### src/rtl/instruction_sequencer.sv
// instruction_sequencer: multi-cycle fetch/read/exec/write/sleep control FSM producing timed commit strobes.
module instruction_sequencer #(
  parameter int RETIRE_W = 16
) (
  input  logic                clk,
  input  logic                reset,
  input  logic [4:0]          opcode,
  input  logic                skip,
  input  logic                mem_ready,
  input  logic                irq,
  output logic                mem_req,
  output logic                mem_we,
  output logic                addr_sel,
  output logic                ir_load,
  output logic                opnd_load,
  output logic                w_load,
  output logic                pc_inc,
  output logic [1:0]          pc_step,
  output logic                pc_jump,
  output logic                pc_save,
  output logic                pc_vector,
  output logic                irq_ack,
  output logic [2:0]          state,
  output logic [RETIRE_W-1:0] retired
);
  typedef enum logic [2:0] {
    S_FETCH  = 3'd0,
    S_DECODE = 3'd1,
    S_READ   = 3'd2,
    S_EXEC   = 3'd3,
    S_WRITE  = 3'd4,
    S_SLEEP  = 3'd5
  } state_t;
  state_t              state_q, state_d;
  logic [RETIRE_W-1:0] retired_q, retired_d;
  logic [3:0]          cls;
  logic                d, rmw_cls, needs_read, needs_write, w_commit, commit;
  assign cls         = opcode[4:1];
  assign d           = opcode[0];
  assign rmw_cls     = cls >= 4'h3 && cls <= 4'h9;
  assign needs_read  = (cls == 4'h0 && !d) || (cls >= 4'h3 && cls <= 4'hB);
  assign needs_write = cls == 4'h1 || (d && (cls == 4'h0 || rmw_cls));
  assign w_commit    = cls == 4'h2 || (!d && (cls == 4'h0 || rmw_cls));
  // Strobes are held off while reset is high so an in-flight request drops immediately.
  always_comb begin
    state_d   = state_q;
    mem_req   = 1'b0;
    mem_we    = 1'b0;
    addr_sel  = 1'b0;
    ir_load   = 1'b0;
    opnd_load = 1'b0;
    irq_ack   = 1'b0;
    pc_vector = 1'b0;
    commit    = 1'b0;
    if (!reset)
      case (state_q)
        S_FETCH: begin
          mem_req = 1'b1;
          ir_load = mem_ready;
          state_d = mem_ready ? S_DECODE : S_FETCH;
        end
        S_DECODE: state_d = needs_read ? S_READ : S_EXEC;
        S_READ: begin
          mem_req   = 1'b1;
          addr_sel  = 1'b1;
          opnd_load = mem_ready;
          state_d   = mem_ready ? S_EXEC : S_READ;
        end
        S_EXEC: begin
          commit  = !needs_write;
          state_d = needs_write ? S_WRITE : cls == 4'hE ? S_SLEEP : S_FETCH;
        end
        S_WRITE: begin
          mem_req  = 1'b1;
          mem_we   = 1'b1;
          addr_sel = 1'b1;
          commit   = mem_ready;
          state_d  = mem_ready ? S_FETCH : S_WRITE;
        end
        S_SLEEP: begin
          irq_ack   = irq;
          pc_vector = irq;
          state_d   = irq ? S_FETCH : S_SLEEP;
        end
        default: state_d = S_FETCH;
      endcase
    pc_jump   = commit && (cls == 4'hC || cls == 4'hD || cls == 4'hF);
    pc_save   = commit && cls == 4'hE;
    w_load    = commit && w_commit;
    pc_inc    = commit && !pc_jump;
    pc_step   = !pc_inc ? 2'd0 : (state_q == S_EXEC && skip && cls[3:1] == 3'b101) ? 2'd2 : 2'd1;
    retired_d = retired_q + {{(RETIRE_W-1){1'b0}}, commit};
  end
  always_ff @(posedge clk or posedge reset)
    if (reset) begin
      state_q   <= S_FETCH;
      retired_q <= '0;
    end else begin
      state_q   <= state_d;
      retired_q <= retired_d;
    end
  assign state   = state_q;
  assign retired = retired_q;
endmodule

### config.mk
export PLATFORM = sky130hd
export DESIGN_NAME = instruction_sequencer
export DESIGN_NICKNAME = d
export VERILOG_FILES = /design/src/rtl/instruction_sequencer.sv
export SDC_FILE = /design/constraint.sdc
export NUM_CORES = 1
export LEC_CHECK = 0
export BUFFER_PORTS_ARGS = -buffer_cell sky130_fd_sc_hd__buf_2
export CAP_MARGIN = 20
export CORE_ASPECT_RATIO = 0.6
export CORE_MARGIN = 3
export CORE_UTILIZATION = 45
export DETAILED_ROUTE_END_ITERATION = 8
export GPL_TIMING_DRIVEN = 0
export PLACE_DENSITY = 0.74
export SYNTH_ARGS = -nofsm -noshare
export SYNTH_HDL_FRONTEND = slang
export SYNTH_SLANG_ARGS = --single-unit
### constraint.sdc
create_clock -name clk -period 3.68 [get_ports clk]
set_clock_uncertainty 0.15 [all_clocks]
set_input_delay 0.368 -clock clk [delete_from_list [all_inputs] [get_ports clk]]
set_output_delay 0.368 -clock clk [all_outputs]
set_load 0.03 [all_outputs]
; ---- Yosys cells after proc, flatten, opt, wreduce, memory -nomap -nowiden
; Cells that the tools add are included.
[totals]
regBits = 19
word_cells = 66
inputBits = 10
[op_classes]
n_reduce_logical = 24
eq_ne = 12
n_mux = 24
magnitude_cmp = 3
addsub = 1
[ops]
columns = cell, n
row1 = 3-bit case mux with 6 select lines, 1
row2 = 16-bit by 1-bit adder with 16-bit output, 1
row3 = 4-bit == test (second input constant), 4
row4 = 1-bit two-way mux, 16
row5 = 3-bit two-way mux, 4
row6 = 1-bit logical AND, 11
row7 = 3-bit == test (second input constant), 3
row8 = 4-bit <= comparator (second input constant), 2
row9 = 3-bit by 2-bit == test with 1-bit output (second input constant), 2
row10 = 1-bit logical OR, 6
row11 = 4-bit by 1-bit == test with 1-bit output (second input constant), 1
row12 = 4-bit by 2-bit == test with 1-bit output (second input constant), 1
row13 = 4-bit by 2-bit greater-or-equal comparator with 1-bit output (second input constant), 1
row14 = 4-bit logical NOT, 1
row15 = 2-bit two-way mux, 2
row16 = 3-bit by 1-bit == test with 1-bit output (second input constant), 1
row17 = 1-bit logical NOT, 3
row18 = 3-bit logical NOT, 1
row19 = 3-bit OR reduction, 1
row20 = 1-bit case mux with 2 select lines, 1
row21 = 2-bit OR reduction, 1

; ---- Logic depth before layout (Yosys ltp)
; Gate-level depths: netlist of run 1.
[logic_depth]
word_depth = 12
mapped_depth = 11
ltp_nobuf = 10

; ---- Worst setup path after synthesis of run 1
; OpenSTA, ideal clock, no wires.
[synth_timing]
path_type = register to output
start = register state_q[0], in the netlist state[0]
end = output pc_save
required_time_ps = 3162
stages_incl_launch_ff = 5
arrival_time_ps = 2081
setup_slack_ps = 1081
path_cell_list = dfrtp_1 buf_4 and2b_2 a41oi_2 nor4_1
[synth_via]
elab_chain_len = 4
elab_cells_between_ends = 5
classes_between = eq/ne (2) / mux (2) / reduce/logical (1)
[synth_rtl]
columns = element, line
row1 = "start, declared", 34  ; state_t state_q, state_d;
row2 = "start signal, assigned", 99  ; state_q <= state_d;
row3 = 3-bit == test / 3-bit by 2-bit == test with 1-bit output (equally long branches), 56  ; case (state_q)
row4 = 1-bit case mux with 2 select lines *, 56
row5 = 1-bit two-way mux *, 55  ; if (!reset)
row6 = 1-bit logical AND *, 88  ; pc_save = commit && cls == 4'hE;
row7 = "end, declared", 20  ; output logic pc_save,
; Mark *: on every way between the ends. The rest lies on a longest branch, timed or not.

; ---- Worst setup path after layout of run 1
[layout_timing]
start = register state_q[0], in the netlist state[0]
end = register retired_q[12], in the netlist retired[12]
[layout_via]
elab_chain_len = 4
elab_cells_between_ends = 5
classes_between = add/sub (1) / eq/ne (2) / mux (2)
[layout_rtl]
columns = element, line
row1 = 3-bit == test / 3-bit by 2-bit == test with 1-bit output (equally long branches), 56
row2 = 1-bit case mux with 2 select lines *, 56
row3 = 1-bit two-way mux *, 55
row4 = 16-bit by 1-bit adder with 16-bit output *, 92  ; retired_d = retired_q + {{(RETIRE_W-1){1'b0}}, commit};
row5 = net retired_d[12], 35  ; logic [RETIRE_W-1:0] retired_q, retired_d;
row6 = "end signal, assigned", 100  ; retired_q <= retired_d;
row7 = "end, declared", 35
; The timed path passes the listed nets; every way through them passes the cells marked *.
; A chain may end at the register's enable or synchronous reset.

==> impl_metrics.ini, run 1 <==
[timing]
hold_viol_final = 0
min_period_ns = 2.56
slew_headroom_pct = 50.5
setup_viol_count_final = 0
rsz0062_at_grt = no
max_freq_ghz = 0.390
tightest_slew_ns = 0.741
finalMaxSlewViolations = 0
period_share_pct = 69.6
timing.setup.tns_ns = 0

[setup_path]
arrival_ns = 2.55
r2r_cells = 11
crit_path_end_kind = flop
path_buf_inv = 1
slowest_stage = dfrtp_1
cp_top_family = simple AND/OR/NAND/NOR gates
path_cells = buf_4 -> nor2b_1 -> and3b_1 -> a41oi_2 -> nor2_1 -> ha_1 -> ha_1 -> nand3_1 -> nor3_2 -> nand4_1 -> xnor2_1
path_common_cell = ha_1
cpPeakStageDelay_ns = 0.38
worstPathMaxFanout = 10
cp_num_cells = 11
crit_type = reg2reg
worstPathRequired_ns = 3.67
crit_path_start_kind = flop

[synth]
yosysSeqAreaShare_pct = 40.8
yosysMostFrequentCell = dfrtp_1
synth.area.top_cells = dfrtp_1, xnor2_1, nand2_1, nand3_1, nor2_1
netlist_instances = 123
syn-mean-instance-area_um2 = 9.48
synth-seq-cells = 19
syn_area_um2 = 1170
synth_top_cells_by_count = dfrtp_1, nand2_1, xnor2_1
syn_nets = 135
synth_edf_count = 0
ys_warn_count = 0
synthArstFlopShare_pct = 100
synth_top_area_cell = dfrtp_1
synth_top_area_share_pct = 40.8
synth-main-ff-cell = dfrtp_1
synth_cell_types = 40

[placement]
dp.cells = 192
postPlaceCellArea_um2 = 1400
post-dp-hpwl_um = 2240
io_buffers = 39
gp_congestion = 0.871

[clock_tree]
cts.sinks = 19
clockRootBuffer = clkbuf_8
clk_path_buf_depth = 2
clk_pin_slew_ns = 0.07
cts_tree = built
postCtsHoldBufs = 0
cts_resized = 0
postCtsSetupBuffers = 0
cts_buffers = 3
clk_latency_ns = 0.25
cts.htree.levels = 1

[pwr]
p_per_area_nw_per_um2 = 517
ir_drop_mv = 0.412
power.leakage_uw = 0.000716
finalPower_uw = 747

[worst_hold_path]
holdCritPathClass = in2async

[global_routing]
grt_max_degree = 21
use_met1_pct = 24.9
grt_util_met2_pct = 27.0
grt_first_pass_wirelength_um = 4350
use_met3_pct = 4.85
antenna_found_initial = 0
grt_use_total_pct = 17.7
grt.overflow.total = 0
grt.busiest_layer = met2
grt_pass1_vias = 908

[floorplan]
rows = 13
die_x_um = 71.7
die_h_um = 45.4
dieArea_um2 = 3260
ios = 42
start_util_pct = 50.5
core-area_um2 = 2310

[finish]
antenna_cells = 0
regArea_um2 = 475
layout.cells.non_filler = 196
fin_area_um2 = 1440
areaGrowthSynthToFinish_pct = 23.8
multi_input_area_um2 = 634
layout-drive-gt1-share_pct = 33.7
nNetsFinal = 179
n_fill_cell = 195

[drt]
wirelength_um = 2780
dr.first_iter.drc_count = 69
wl_per_cell_um = 14.2
vias = 1041
viasPerCell = 5.31
ant_nets = 0
first_pass_iters = 4
drc = 0

[flow_run]
maxCapViolations = 0

[outcome]
status = finished clean
==> final cells by class <==
| cell class | instances | area share [%] |
|---|---|---|
| repair buffers | 39 | 13.5 |
| clock buffers | 4 | 3.12 |
| flip-flops and latches | 19 | 32.9 |
| well taps | 30 | 2.60 |
| multi-input cells | 93 | 43.9 |
| inverters | 3 | 0.780 |
| plain buffers | 8 | 3.12 |
==> registers in the layout (all words and copies together), names as in the netlist <==
| signal | cells |
|---|---|
| retired | 16 |
| state | 3 |
==> cells in the final DEF, fill, tap and decap left out, types with 2 or more instances in the layout <==
cell      instances
buf_2            42
dfrtp_1          19
nand2_1          12
xnor2_1          12
nor2_1            9
nand3_1           7
o21ai_0           5
nor3_1            4
nor4_1            4
nor3b_1           4
clkbuf_1          3
inv_1             3
buf_4             3
xor2_1            3
nand4_1           3
clkbuf_8          3
nor2b_1           2
a21oi_1           2
and4_1            2
nand2b_1          2
ha_1              2
==> stage by stage <==
stage,util (%),hold WS [ns],setup slack (ns)
after floorplan,-,0.345,1.08
after global placement,60.6,0.305,1.18
after detailed placement,60.6,0.308,1.08
after CTS,62.5,0.236,1.14
after global routing,62.5,0.290,0.920
final,62.5,0.214,1.12
==> where the power goes <==
part / leakage (uW) / total [uW] / internal, uW / switching (uW)
clock network: 0.0000228 / 143 / 76.9 / 66.2
logic: 0.000443 / 329 / 106 / 224
registers: 0.000251 / 274 / 241 / 32.7
total: 0.000716 / 747 / 424 / 322
==> final timing paths <==
kind | start | endpoint | slack [ns]
min in group clk | retired[15]$_DFF_PP0_ | retired[15]$_DFF_PP0_ | 0.31
hold reg to reg | retired[15]$_DFF_PP0_ | retired[15]$_DFF_PP0_ | 0.31
max in group asynchronous | reset | state[2]$_DFFE_PP0N_ | 2.70
setup reg to reg | state[0]$_DFFE_PP0N_ | retired[12]$_DFF_PP0_ | 1.12
hold / removal | reset | retired[12]$_DFF_PP0_ | 0.21
setup / recovery | state[0]$_DFFE_PP0N_ | retired[12]$_DFF_PP0_ | 1.12
==> kinds of logic (layout without fill, tap and decap cells) <==
kind of cell	Yosys count	count (layout)	synth area share (%)
and+or+nand+nor	58	58	29.4
DFF	19	19	40.8
AOI/OAI and AO/OA	18	18	11.6
xor gates and xnor gates	15	15	11.3
buffers and inverters	11	54	4.83
adders and majority gates	2	2	2.15
==> layer usage <==
| metal | up-vias | wire (um) | share of wire [%] |
|---|---|---|---|
| li1 | 527 | - | - |
| met5 | - | 0 | 0 |
| met4 | 0 | 22 | 0.79 |
| met2 | 46 | 1170 | 42 |
| met3 | 4 | 237 | 8.5 |
| met1 | 464 | 1350 | 49 |
No activity file was read; power rests on OpenSTA's default activity.
==> run 2: changes to the inputs <==
Settings changed: ABC_AREA set to 1, CORE_UTILIZATION 45 to 44, PLACE_DENSITY 0.74 to 0.75.
Clock period 3.68 ns to 2.1 ns, I/O delays scaled along.
==> impl_metrics.ini, run 2 <==
[synth]
syn-mean-instance-area_um2 = 8.12
syn_area_um2 = 1160
yosysMostFrequentCell = nand2_1
synthArstFlopShare_pct = 100
synth-seq-cells = 19
ys_warn_count = 0
synth_top_cells_by_count = nand2_1, dfrtp_1, inv_1
netlist_instances = 143
synth_edf_count = 0
synth.area.top_cells = dfrtp_1, nand2_1, xor2_1, inv_1, nand3_1
synth_top_area_share_pct = 40.9
yosysSeqAreaShare_pct = 40.9
synth-main-ff-cell = dfrtp_1
synth_cell_types = 25
synth_top_area_cell = dfrtp_1
syn_nets = 155

[pwr]
p_per_area_nw_per_um2 = 765
pwr-share-seq_pct = 38.2
power.leakage_uw = 0.000940
p_int_uw = 773
power_switching_uw = 564
ir_drop_mv = 0.558
finalPower_uw = 1340
swShare_pct = 42.2
pwr-share-clk_pct = 18.7
combinationalPowerShare_pct = 43.2

[floorplan]
die_x_um = 72.3
start_util_pct = 49.9
dieArea_um2 = 3310
die_h_um = 45.8
rows = 13
ios = 42
core-area_um2 = 2330

[setup_path]
crit_type = reg2reg
crit_path_start_kind = flop
startpoint = state[0]$_DFFE_PP0N_
timing.rr.start = state[0]$_DFFE_PP0N_
crit_path_end_kind = flop
worstPathRequired_ns = 2.12
worstPathMaxFanout = 5
arrival_ns = 2.22

[global_routing]
grt_first_pass_wirelength_um = 5310
grt.overflow.total = 0
grt_pass1_vias = 1133
grt_use_total_pct = 21.2
grt_max_degree = 20
antenna_found_initial = 0

[finish]
largest_reg_flops = 16
layout_commonest_cell = buf_2
layout.cells.non_filler = 237
layout-drive-gt1-share_pct = 48.8
fin_area_um2 = 1750
regArea_um2 = 479
nNetsFinal = 220
layout_common_cells = buf_2, nand2_1, buf_4
n_fill_cell = 164
multi_input_area_um2 = 724
antenna_cells = 0
areaGrowthSynthToFinish_pct = 50.5

[drt]
wirelength_um = 3310
wl_per_cell_um = 14.0
drc = 0
dr.first_iter.drc_count = 93
vias = 1213
ant_nets = 0
viasPerCell = 5.12
first_pass_iters = 4

[placement]
io_buffers = 40
post-dp-hpwl_um = 2240
gp_congestion = 0.846
postPlaceCellArea_um2 = 1460
dp.cells = 213

[timing]
tightest_slew_ns = 0.875
slew_headroom_pct = 41.5
period_share_pct = 105
rsz0062_at_grt = yes
finalWorstSetupSlack_ns = -0.104
hold_viol_final = 0
max_freq_ghz = 0.454
min_period_ns = 2.20
finalMaxSlewViolations = 0
setup_viol_count_final = 7

[clock_tree]
clk_pin_slew_ns = 0.07
clockRootBuffer = clkbuf_8
cts.sinks = 19
cts.htree.levels = 1
cts_tree = built
cts_buffers = 3
clk_path_buf_depth = 2
clk_latency_ns = 0.25

[outcome]
status = complete, but fails checks
violations = setup timing

[worst_hold_path]
min_from = reset
holdCritPathClass = in2reg

[flow_run]
maxCapViolations = 0
-- run 2: cell count changes after synthesis, moves of 3 or more --
cell	delta
nor2_4	+3
inv_1	+16
nor3b_1	-4
nand2_1	+17
xor2_1	+7
nor4_1	-3
nand3_2	+4
xnor2_1	-9
nor2_2	+5
-- run 2: final timing paths --
check,cells past startpoint,to,slack [ns]
worst min-delay path,3,state[2]$_DFFE_PP0N_,0.12
worst max-delay path,12,retired[10]$_DFF_PP0_,-0.10
worst max register to register,12,retired[10]$_DFF_PP0_,-0.10
worst min register to register,1,retired[15]$_DFF_PP0_,0.32
min in group asynchronous,3,retired[12]$_DFF_PP0_,0.70
max in group asynchronous,3,state[0]$_DFFE_PP0N_,0.50
-- run 2: power groups by stage --
stage / sequential (uW) / combinational, uW / clock (uW)
2_1_floorplan: 601 / 223 / 0
3_3_place_gp: 497 / 448 / 0
3_5_place_dp: 503 / 458 / 0
4_1_cts: 505 / 541 / 256
5_1_grt: 518 / 617 / 277
6_report: 510 / 578 / 250
-- run 2: stage by stage --
stage	setup slack [ns]	hold slack, ns	util, %	setup TNS, ns
finish	-0.104	0.125	75.1	-0.368
global route	-0.243	0.146	75.1	-1.50
CTS	-0.173	0.117	70.7	-0.351
detailed placement	-0.428	0.146	62.6	-2.05
global placement	-0.326	0.136	62.6	-1.33
floorplan	-0.303	0.0820	-	-1.32
-- run 2: cells by family after synthesis --
logic type / count (synthesis) / share of synthesized area (%)
adders and majority gates: 2 / 2.15
AOI/OAI and AO/OA: 12 / 5.82
and+or+nand+nor: 74 / 33.3
xor gates and xnor gates: 13 / 9.81
buffers and inverters: 23 / 7.97
DFF: 19 / 40.9
-- run 2: routing by layer --
metal,track usage (%),wire (um)
met5,0,0
met1,27.6,1430
met2,37.3,1650
met4,2.25,8
met3,5.29,229
-- run 2: worst max-delay path, stage by stage, from the launching register on --
cell and delay [ns]:
dfrtp_2 0.43, inv_4 0.07, nor3_4 0.18, nand4_1 0.14, nand2_2 0.10, ha_4 0.14
ha_4 0.14, nand3_4 0.08, nor2_4 0.13, nand3_4 0.11, buf_4 0.16, nor3_4 0.11
xor2_1 0.17
-- run 2: timing repair --
item	CTS	global route
endpoints found under the hold margin	19	0
resized for setup	7	16
setup buffers	15	6
hold buffers	1	0
pin swaps	10	17
setup endpoints to repair	9	12
-- run 2: final cells by class --
type                    count  area share [%]
multi-input cells         101            41.4
repair buffers             61            21.2
clock buffers               4            2.58
plain buffers               2           0.716
well taps                  30            2.15
flip-flops and latches     19            27.4
inverters                  20            4.51
==> run 3: changes to the inputs <==
Settings changed: CORE_UTILIZATION 44 to 45, CTS_BUF_LIST set to sky130_fd_sc_hd__clkbuf_4, PLACE_DENSITY 0.75 to 0.76.
==> impl_metrics.ini, run 3 (same netlist as run 2, synthesis figures left out) <==
[placement]
post-dp-hpwl_um = 2150
io_buffers = 40
gp_congestion = 0.841

[setup_path]
path_common_cell = nor2_4
cp_num_cells = 14
cpPeakStageDelay_ns = 0.46
endpoint = retired[14]$_DFF_PP0_
path_cells = nor2_4 -> nand2_2 -> nor2_4 -> nand2_4 -> nand2_2 -> ha_4 -> ha_4 -> nand3_4 -> nor2_4 -> nand3_2 -> nor2_2 -> nand3_2 -> o21ai_1 -> nand2_1
worstReg2RegEnd = retired[14]$_DFF_PP0_
worstPathRequired_ns = 2.15
worstPathMaxFanout = 4
reg2reg_setup_slack_ns = -0.13
path_buf_inv = 0
arrival_ns = 2.29
cp_top_family = simple AND/OR/NAND/NOR gates
r2r_cells = 14
timing.rr.start = state[0]$_DFFE_PP0N_
slowest_stage = dfrtp_2
crit_path_end_kind = flop
startpoint = state[0]$_DFFE_PP0N_
crit_path_start_kind = flop
crit_type = reg2reg

[drt]
wirelength_um = 3320
vias = 1207
viasPerCell = 5.18
drc = 0
wl_per_cell_um = 14.2
first_pass_iters = 4
ant_nets = 0
dr.first_iter.drc_count = 55

[pwr]
power.leakage_uw = 0.000978
pwr-share-clk_pct = 15.8
swShare_pct = 45.0
power_switching_uw = 562
ir_drop_mv = 0.722
finalPower_uw = 1250
p_per_area_nw_per_um2 = 721
combinationalPowerShare_pct = 43.3
p_int_uw = 688
pwr-share-seq_pct = 40.9

[global_routing]
grt.overflow.total = 0
grt_use_total_pct = 20.1
grt_max_degree = 20
antenna_found_initial = 0
grt_first_pass_wirelength_um = 4950
grt_pass1_vias = 1057

[floorplan]
start_util_pct = 50.3
die_x_um = 71.6
core-area_um2 = 2310
dieArea_um2 = 3250
ios = 42
rows = 13
die_h_um = 45.3

[clock_tree]
cts_buffers = 3
cts_tree = built
clockRootBuffer = clkbuf_4
clk_pin_slew_ns = 0.11
clk_path_buf_depth = 2
cts.htree.levels = 1
cts.sinks = 19
clk_latency_ns = 0.30

[finish]
layout-drive-gt1-share_pct = 49.3
antenna_cells = 0
layout_commonest_cell = buf_2
layout_common_cells = buf_2, nand2_1, inv_1
fin_util_pct = 75.1
nNetsFinal = 216
n_fill_cell = 180
areaGrowthSynthToFinish_pct = 49.5
largest_reg_flops = 16

[timing]
finalWorstSetupSlack_ns = -0.135
period_share_pct = 106
hold_viol_final = 0
slew_headroom_pct = 45.0
whs_ns = 0.0669
tightest_slew_ns = 0.822
rsz0062_at_grt = yes
max_freq_ghz = 0.448
min_period_ns = 2.23
finalMaxSlewViolations = 0
setup_viol_count_final = 9

[worst_hold_path]
holdCritPathClass = in2reg
min_from = reset

[flow_run]
maxCapViolations = 0

[outcome]
status = complete, but fails checks
violations = setup timing
[run 3: cell count changes in the layout (fill, tap and decap cells not counted), moves of 2 or more]
cell      before  now
nand2_2        5    3
clkbuf_8       3    0
nand2_4        1    3
clkbuf_4       0    4
buf_4         20   16
[run 3: timing repair]
item                                    in CTS  in global routing
hold buffers                                 1                  0
pin swaps                                   11                 10
endpoints found under the setup margin      12                 17
buffers inserted                            14                  3
endpoints found under the hold margin       19                  0
resized for setup                           12                 16
[run 3: metal layers]
layer | GRT usage [%] | up-vias | routed length [um]
li1 | - | 584 | -
met1 | 25.8 | 572 | 1380
met2 | 35.2 | 43 | 1670
met3 | 4.89 | 8 | 221
met4 | 4.49 | 0 | 51
met5 | 0 | - | 0
[run 3: worst min path at each step]
stage / end / slack, ns / cells after the start
3_5_place_dp: retired[12]$_DFF_PP0_ / 0.14 / 2
3_3_place_gp: retired[14]$_DFF_PP0_ / 0.13 / 2
2_1_floorplan: retired[0]$_DFF_PP0_ / 0.08 / 2
4_1_cts: state[2]$_DFFE_PP0N_ / 0.07 / 3
5_1_grt: state[2]$_DFFE_PP0N_ / 0.11 / 3
6_report: state[2]$_DFFE_PP0N_ / 0.07 / 3
[run 3: final cells by class]
| class | count | area (um2) | share of cell area, % |
|---|---|---|---|
| inverters | 20 | 76.3 | 4.40 |
| plain buffers | 2 | 12.5 | 0.721 |
| flip-flops and latches | 19 | 479 | 27.6 |
| clock buffers | 4 | 30.0 | 1.73 |
| well taps | 30 | 37.5 | 2.16 |
| repair buffers | 57 | 347 | 20.0 |
| multi-input cells | 101 | 753 | 43.4 |
[run 3: power groups by stage]
stage	Clock (uW)	Sequential [uW]	Combinational, uW
after floorplan	0	601	223
after detailed placement	0	501	459
after CTS	201	500	523
final	197	512	541
after global routing	216	522	581
after global placement	0	496	450
[run 3: through the flow]
stage | TNS, ns | setup WS (ns) | area (um2) | cells
2_1_floorplan | -1.32 | -0.303 | 1220 | 143
3_3_place_gp | -1.41 | -0.323 | 1460 | 213
3_5_place_dp | -2.53 | -0.428 | 1460 | 213
4_1_cts | -0.866 | -0.186 | 1650 | 231
5_1_grt | -1.80 | -0.284 | 1740 | 233
6_report | -0.619 | -0.135 | 1740 | 233
[run 3: tightest hold or removal path: stages]
cell and delay (ns):
buf_2 0.16, nand2_1 0.07, nand2_1 0.05
